[src/rtl/clock_div_ctrl.sv]
// clock_div_ctrl: run/stop and half-period controller for a programmable clock divider.
// Period updates come in over a valid/ready handshake and take effect only where
// clockOut falls (or straight away while idle), so the output never glitches.
// Stopping waits for clockOut to be low.
module clock_div_ctrl #(
   parameter int unsigned WIDTH          = 16,
   parameter int unsigned DEFAULT_PERIOD = 3
) (
   input  logic             clockIn,
   input  logic             resetN,
   input  logic             run,
   input  logic [WIDTH-1:0] periodIn,
   input  logic             periodValid,
   output logic             periodReady,
   output logic             clockOut,
   output logic             tick,
   output logic [WIDTH-1:0] activePeriod,
   output logic             busy
);

   typedef enum logic [1:0] {
      IDLE  = 2'd0,
      RUN   = 2'd1,
      DRAIN = 2'd2
   } state_e;

   localparam logic [WIDTH-1:0] ONE       = WIDTH'(1);
   localparam logic [WIDTH-1:0] RST_PER   = WIDTH'(DEFAULT_PERIOD);

   state_e           state_q, state_d;
   logic [WIDTH-1:0] count_q, count_d;
   logic             clk_q, clk_d;
   logic             tick_q, tick_d;
   logic [WIDTH-1:0] active_q, active_d;
   logic [WIDTH-1:0] pending_q, pending_d;
   logic             pend_q, pend_d;
   logic             ready_q, ready_d;

   logic             xfer;
   logic [WIDTH-1:0] req_period;
   logic             at_end;

   // Handshake qualifier, zero-period mapping and end-of-half detection.
   always_comb begin
      xfer       = periodValid & ready_q;
      req_period = (periodIn == '0) ? ONE : periodIn;
      at_end     = (count_q == (active_q - ONE));
   end

   // State and datapath registers, cleared asynchronously.
   always_ff @(posedge clockIn or negedge resetN) begin
      if (!resetN) begin
         state_q   <= IDLE;
         count_q   <= '0;
         clk_q     <= 1'b0;
         tick_q    <= 1'b0;
         active_q  <= RST_PER;
         pending_q <= '0;
         pend_q    <= 1'b0;
         ready_q   <= 1'b1;
      end else begin
         state_q   <= state_d;
         count_q   <= count_d;
         clk_q     <= clk_d;
         tick_q    <= tick_d;
         active_q  <= active_d;
         pending_q <= pending_d;
         pend_q    <= pend_d;
         ready_q   <= ready_d;
      end
   end

   // Next-state logic: divider counting, stop handling and period apply points.
   always_comb begin
      state_d   = state_q;
      count_d   = count_q;
      clk_d     = clk_q;
      tick_d    = 1'b0;
      active_d  = active_q;
      pending_d = pending_q;
      pend_d    = pend_q;
      ready_d   = ready_q;

      // An idle-time update is loaded directly, leaving nothing outstanding;
      // ready then comes back on its own one cycle later.
      if (!ready_q && !pend_q) begin
         ready_d = 1'b1;
      end

      if (xfer) begin
         pending_d = req_period;
         pend_d    = 1'b1;
         ready_d   = 1'b0;
      end

      case (state_q)
         IDLE: begin
            clk_d   = 1'b0;
            count_d = '0;
            if (xfer) begin
               // Applied at once so a RUN entered on this same edge uses it.
               active_d = req_period;
               pend_d   = 1'b0;
            end else if (pend_q) begin
               // Update left over from before the stop.
               active_d = pending_q;
               pend_d   = 1'b0;
               ready_d  = 1'b1;
            end
            if (run) begin
               state_d = RUN;
            end
         end

         RUN: begin
            count_d = count_q + ONE;
            if (at_end) begin
               count_d = '0;
               clk_d   = ~clk_q;
               if (!clk_q) begin
                  tick_d = 1'b1;
               end else if (pend_q) begin
                  active_d = pending_q;
                  pend_d   = 1'b0;
                  ready_d  = 1'b1;
               end
            end
            if (!run) begin
               if (!clk_q) begin
                  // Low half may be cut short; no rise is allowed to escape.
                  state_d = IDLE;
                  count_d = '0;
                  clk_d   = 1'b0;
                  tick_d  = 1'b0;
               end else if (at_end) begin
                  state_d = IDLE;
               end else begin
                  state_d = DRAIN;
               end
            end
         end

         DRAIN: begin
            // clockOut is high here; finish the high half, then stop.
            count_d = count_q + ONE;
            if (at_end) begin
               count_d = '0;
               clk_d   = 1'b0;
               state_d = IDLE;
               if (pend_q) begin
                  active_d = pending_q;
                  pend_d   = 1'b0;
                  ready_d  = 1'b1;
               end
            end
         end

         default: begin
            state_d = IDLE;
            count_d = '0;
            clk_d   = 1'b0;
         end
      endcase
   end

   assign clockOut     = clk_q;
   assign tick         = tick_q;
   assign activePeriod = active_q;
   assign periodReady  = ready_q;
   assign busy         = (state_q != IDLE);

endmodule

[config.mk]
export PLATFORM = sky130hd
export DESIGN_NAME = clock_div_ctrl
export DESIGN_NICKNAME = d
export VERILOG_FILES = /design/src/rtl/clock_div_ctrl.sv
export SDC_FILE = /design/constraint.sdc
export NUM_CORES = 1
export LEC_CHECK = 0
export BUFFER_PORTS_ARGS = -buffer_cell sky130_fd_sc_hd__buf_2
export CAP_MARGIN = 20
export CORE_ASPECT_RATIO = 1.75
export CORE_MARGIN = 4
export CORE_UTILIZATION = 45
export DETAILED_ROUTE_END_ITERATION = 6
export PLACE_DENSITY = 0.68
export SETUP_SLACK_MARGIN = 0.5
export SLEW_MARGIN = 20
export SYNTH_ARGS = -nofsm -noshare
export SYNTH_HDL_FRONTEND = slang
export SYNTH_SLANG_ARGS = --single-unit
[constraint.sdc]
create_clock -name clockIn -period 4.2 [get_ports clockIn]
set_input_delay 0.21 -clock clockIn [delete_from_list [all_inputs] [get_ports clockIn]]
set_output_delay 0.21 -clock clockIn [all_outputs]
set_load 0.02 [all_outputs]
==> results of run 1 <==
==> placed cells by master, fill, tap and decap left out, types with 11 or more instances in the layout <==
cell     instances
buf_2           39
dfrtp_1         50
inv_1           12
mux2_2          15
nand2_1         18
nand3_1         11
nor3_1          26
o22ai_1         16
xnor2_1         18
xor2_1          15
==> synth_stat cells (2+ instances only) <==
cell type	number	share of area [%]
a21oi_1	3	0.47
nand2_1	18	2.1
dfrtp_1	51	40
nor4b_1	3	0.82
nor3_1	26	4.1
dfstp_2	3	2.5
and3_1	6	1.2
inv_1	12	1.4
or3_1	5	0.98
clkbuf_1	11	1.3
a221o_1	2	0.63
mux2_2	15	5.3
a2bb2oi_1	5	1.4
nor2b_1	3	0.59
a2bb2oi_2	10	4.7
o22ai_1	16	3.1
o21ai_0	9	1.4
xnor2_1	18	4.9
or2_2	3	0.59
nand2b_1	4	0.78
mux2i_1	2	0.63
or4_4	2	0.71
nand3_1	11	1.7
xor2_1	15	4.1
nor4_1	6	1.2
nor2_1	7	0.82
nor3b_1	5	1.2
ha_1	8	3.1
==> sequential cells by signal, summed over array words and instances, names as in the netlist <==
| name | flops |
|---|---|
| activePeriod | 16 |
| count_q | 16 |
| pending_q | 16 |
| state_q | 2 |
| clockOut | 1 |
| pend_q | 1 |
| periodReady | 1 |
| tick | 1 |
==> power by group <==
part           internal (uW)  switching (uW)  leakage (uW)  total (uW)
Clock                    282             187     0.0000771         469
Sequential               712             217      0.000663         929
Combinational            490             594      0.000748        1080
Total                   1480             999       0.00149        2480
==> layer usage <==
layer / global-route usage (%) / vias to the layer above / share of wire [%]
met5: 0 / - / 0
li1: - / 1184 / -
met2: 30.59 / 38 / 52
met1: 20.39 / 1194 / 41
met3: 3.294 / 13 / 2.5
met4: 8.000 / 0 / 3.9
==> metrics by stage <==
step	power (uW)	cell area [um^2]	utilization, %	worst slack (ns)	instances
finish	2481	3623	52.46	0.6094	424
global route	2646	3623	52.46	0.4541	424
CTS	2493	3601	52.14	0.5400	422
detailed placement	2015	3435	49.73	0.5318	414
global placement	1985	3431	49.67	0.7356	414
floorplan	1756	3189	-	0.7842	303
==> cell type report <==
class,instances,area share (%)
Clock buffer,6,3.557
Clock inverter,2,1.036
Multi-Input combinational cell,223,47.62
Timing Repair Buffer,43,6.215
Inverter,12,1.243
Tap cell,84,2.901
Sequential cell,54,37.43
==> kinds of logic after synthesis <==
kind of cell | Yosys count
adders and majority gates | 8
and+or+nand+nor | 105
AOI/OAI and AO/OA | 60
muxes | 17
xor gates and xnor gates | 33
buffers and inverters | 26
DFF | 54
==> how the worst max path moves through the flow <==
stage / startpoint / slack [ns] / end
detailed placement: activePeriod[3]$_DFFE_PN0P_ / 0.53 / state_q[1]$_DFFE_PN0P_
floorplan: activePeriod[3]$_DFFE_PN0P_ / 0.78 / state_q[1]$_DFFE_PN0P_
finish: activePeriod[3]$_DFFE_PN0P_ / 0.61 / state_q[1]$_DFFE_PN0P_
CTS: activePeriod[3]$_DFFE_PN0P_ / 0.54 / state_q[1]$_DFFE_PN0P_
global route: activePeriod[3]$_DFFE_PN0P_ / 0.45 / state_q[1]$_DFFE_PN0P_
global placement: activePeriod[3]$_DFFE_PN0P_ / 0.74 / state_q[1]$_DFFE_PN0P_
==> what timing repair did <==
action,in CTS,in global routing
hold buffers,0,0
resized for setup,0,3
setup buffers,0,2
setup endpoints to repair,0,3
==> impl_metrics.toml, run 1 <==
[status]
outcome = "completed"

[synthesis]
synth_cell_types = 52
synth_mux_area_share_pct = 5.924
yosys_warnings = 0
ys.flop_type = "dfrtp_1"
yosysSeqAreaShare_pct = 42.49
avgSynthCellArea_um2 = 10.53
synth_compound_area_share_pct = 16.83
yosys.area_share.simple_pct = 18.63
synthCells = 303
synthXorXnorAreaFrac_pct = 9.062
ys_ff_latch = 54
synth_edf_count = 0
synth_top_family_by_area = "simple AND/OR/NAND/NOR gates"
syn-num-nets = 331
async_flop_share_pct = 100.0
synth_area_mm2 = 0.003189
synthAdderAreaFrac_pct = 3.138

[worst_setup_path]
cp_max_fo = 9
arrival_ns = 3.77
critical_path_class = "reg2reg"
reg2reg_to = "state_q[1]$_DFFE_PN0P_"
critPathSlowestCell = "or4_4"
path_depth = 10
critPathBufInv = 0
timing.rr.start = "activePeriod[3]$_DFFE_PN0P_"
cp.required_ns = 4.38
crit_chain = "or4_4 -> or3_1 -> a2111oi_2 -> nor3_1 -> or2_2 -> or3_1 -> ha_1 -> nand2_1 -> nor3_1 -> a221o_1"
end_kind = "flop"
critPathTopFamily = "simple AND/OR/NAND/NOR gates"
start_kind = "flop"
max_stage_delay_ns = 0.59
r2r_cells = 10
rrSetupSlack_ns = 0.61

[global_route]
grt_max_degree = 55
grt_pass1_wl_mm = 11.86
antenna_found_initial = 0
grt_use_total_pct = 17.59
overflow = 0
grt_pass1_vias = 2419

[floorplanning]
start_util_pct = 46.18
ioPinCount = 40
dieArea_mm2 = 0.008551
die_w_um = 71.64
rows = 40
die_h_um = 119.4
core_mm2 = 0.006907

[cells_and_area]
multi_input_area_mm2 = 0.001725
final_nets = 367
syn2layout_area_growth_pct = 13.61
drive_gt1_share_pct = 26.76
n_antenna_cell = 0
fillCellCount = 622
ff_latch_area_mm2 = 0.001356

[power]
power_density_mw_per_mm2 = 684.8
p_leak_uw = 0.001488
ir_drop_mv = 0.4681

[clocking]
cts_buffers = 5
tritoncts = "yes"
cts_sinks = 54
clkTransAtPathRegs_ns = 0.07
cts_buffer_depth = 2
htree_levels = 2
cts-root-buf = "clkbuf_16"
worstSkewPairLatency_ns = 0.29

[sta]
finalCriticalPeriod_ns = 3.591
tns_ns = 0
max_clock_freq_mhz = 278.5
grt_setup_unrepaired = "false"
fin_hold_ws_ns = 0.03835
maxSlewHeadroom_pct = 47.23
hold_viol = 0
final-setup-viol-count = 0
drv_slew = 0
finClkSkew_ns = 0.004597
min_period_over_period_pct = 85.49
max_slew.worst_pin.slew_ns = 0.7896

[route]
dr.first_iter.drc_count = 71
drc = 0
vias = 2429
drtPass1Iterations = 4
routed_via_density = 5.729
postRouteAntennaNets = 0
wl_mm = 7.189
wl_per_cell_um = 16.96

[placement]
io_buffers = 39
hpwl_mm = 5.289
gp_congestion = 0.8181

[hold_path]
hp-class = "in2async"

[flow_run]
drv_cap = 0
No activity file was read; power rests on OpenSTA's default activity.
==> run 2, diff against run 1 <==
- REMOVE_ABC_BUFFERS: unset -> 1
==> impl_metrics.toml, run 2 (synthesized netlist as in run 1, its figures left out) <==
[status]
outcome = "completed"

[route]
wl_met2_mm = 3.895
postRouteAntennaNets = 0
dr.first_iter.drc_count = 126
dr.max_layer_used = "met4"
wl_mm = 7.026
wl_met3_um = 191
wl_met1_mm = 2.694
routed_via_density = 5.773
vias = 2442
drtPass1Iterations = 4
drc = 0
wl_per_cell_um = 16.61

[placement]
io_buffers = 39
dp.cells = 414
hpwl_mm = 5.358
gp_congestion = 0.8395
dp_slack_ns = 0.7021

[cells_and_area]
final_nets = 366
ff_latch_area_mm2 = 0.001355
multi_input_area_mm2 = 0.001720
mostFrequentLayoutCells = "dfrtp_1, buf_2, nor3_1"
fillCellCount = 630
n_antenna_cell = 0
final_common_cell = "dfrtp_1"
syn2layout_area_growth_pct = 13.18
final_cells = 423
drive_gt1_share_pct = 25.96

[sta]
drv_slew = 0
min_period_over_period_pct = 82.98
fin_hold_ws_ns = 0.04194
max_clock_freq_mhz = 286.9
final-setup-viol-count = 0
maxSlewHeadroom_pct = 42.30
max_slew.worst_pin.slew_ns = 0.8635
finalCriticalPeriod_ns = 3.485
grt_setup_unrepaired = "false"
hold_viol = 0
tns_ns = 0
worst_slack_ns = 0.7147
finClkSkew_ns = 0.007315

[power]
p_leak_uw = 0.001483
ir_drop_mv = 0.3997
power.share.sequential_pct = 37.4
combPwrFrac_pct = 43.5
clkPwrFrac_pct = 19.1
power_density_mw_per_mm2 = 682.8
p_int_uw = 1481
swShare_pct = 39.91
p_sw_uw = 983.5

[floorplanning]
dieArea_mm2 = 0.008551
core_mm2 = 0.006907
rows = 40
ioPinCount = 40
start_util_pct = 46.18
die_w_um = 71.64
die_h_um = 119.4

[global_route]
overflow = 0
grt_pass1_wl_mm = 12.12
grt_use_total_pct = 17.81
grt_pass1_vias = 2494
antenna_found_initial = 0
grt_max_degree = 55

[clocking]
cts_sinks = 54
worstSkewPairLatency_ns = 0.29
cts_buffers = 5
cts_buffer_depth = 2
cts-root-buf = "clkbuf_16"
tritoncts = "yes"
clkTransAtPathRegs_ns = 0.07
htree_levels = 2

[hold_path]
hp-class = "in2async"

[worst_setup_path]
start_kind = "flop"
end_kind = "flop"
arrival_ns = 3.67
critical_path_class = "reg2reg"
cp_max_fo = 9
r2r_cells = 10
cp.required_ns = 4.38

[flow_run]
drv_cap = 0
-- run 2: changes by cell type in the layout (fill, tap and decap cells not counted) --
cell and delta:
dfrtp_1 +1, buf_4 -1, dfrtp_2 -1, a2111oi_2 -1, a2111oi_1 +1
-- run 2: path summary, 6_finish.rpt --
check	startpoint	to	slack, ns
worst min-delay path	resetN	state_q[1]$_DFFE_PN0P_	0.04
worst max-delay path	activePeriod[3]$_DFFE_PN0P_	state_q[1]$_DFFE_PN0P_	0.71
worst min register to register	pending_q[0]$_DFFE_PN0P_	pending_q[0]$_DFFE_PN0P_	0.48
max in group asynchronous	resetN	pending_q[9]$_DFFE_PN0P_	3.72
worst max register to register	activePeriod[3]$_DFFE_PN0P_	state_q[1]$_DFFE_PN0P_	0.71
min in group clockIn	periodIn[8]	pending_q[8]$_DFFE_PN0P_	0.18
-- run 2: repair_timing --
action | 4_1_cts | 5_1_grt
gates resized for setup | 0 | 1
setup buffers | 0 | 1
setup endpoints to repair | 0 | 2
hold buffers | 0 | 0
-- run 2: final cells by class --
class / instances / area share (%)
multi-input combinational: 223 / 47.66
sequential: 54 / 37.54
timing repair buffer: 42 / 6.031
clock buffer: 6 / 3.570
tap: 84 / 2.912
inverter: 12 / 1.248
clock inverter: 2 / 1.040
-- run 2: per-layer routing --
metal / global-route usage, % / up-vias
li1: - / 1180
met5: 0 / -
met3: 2.618 / 17
met1: 19.62 / 1196
met2: 32.26 / 49
met4: 8.706 / 0
-- run 2: through the flow --
step                      total power [uW]  cell area, um^2  utilization, %
after floorplan                       1699             3109               -
final                                 2465             3610           52.26
after detailed placement              2012             3435           49.73
after CTS                             2483             3601           52.14
after global routing                  2635             3610           52.26
after global placement                1981             3431           49.67
-- run 2: power groups by stage --
stage	Clock, uW	Sequential (uW)	Combinational, uW
2_1_floorplan	0	984	715
3_3_place_gp	0	921	1060
3_5_place_dp	0	932	1080
4_1_cts	478	922	1080
5_1_grt	496	953	1190
6_report	470	923	1070
-- run 2: critical path, stage by stage, from the launching register on --
cell and delay (ns):
dfrtp_1 0.47, or4_4 0.61, or3_1 0.36, a2111oi_1 0.39, nor3_1 0.15, or2_2 0.34, or3_1 0.38, ha_1 0.23
nand2_1 0.07, nor3_1 0.05, a221o_1 0.33
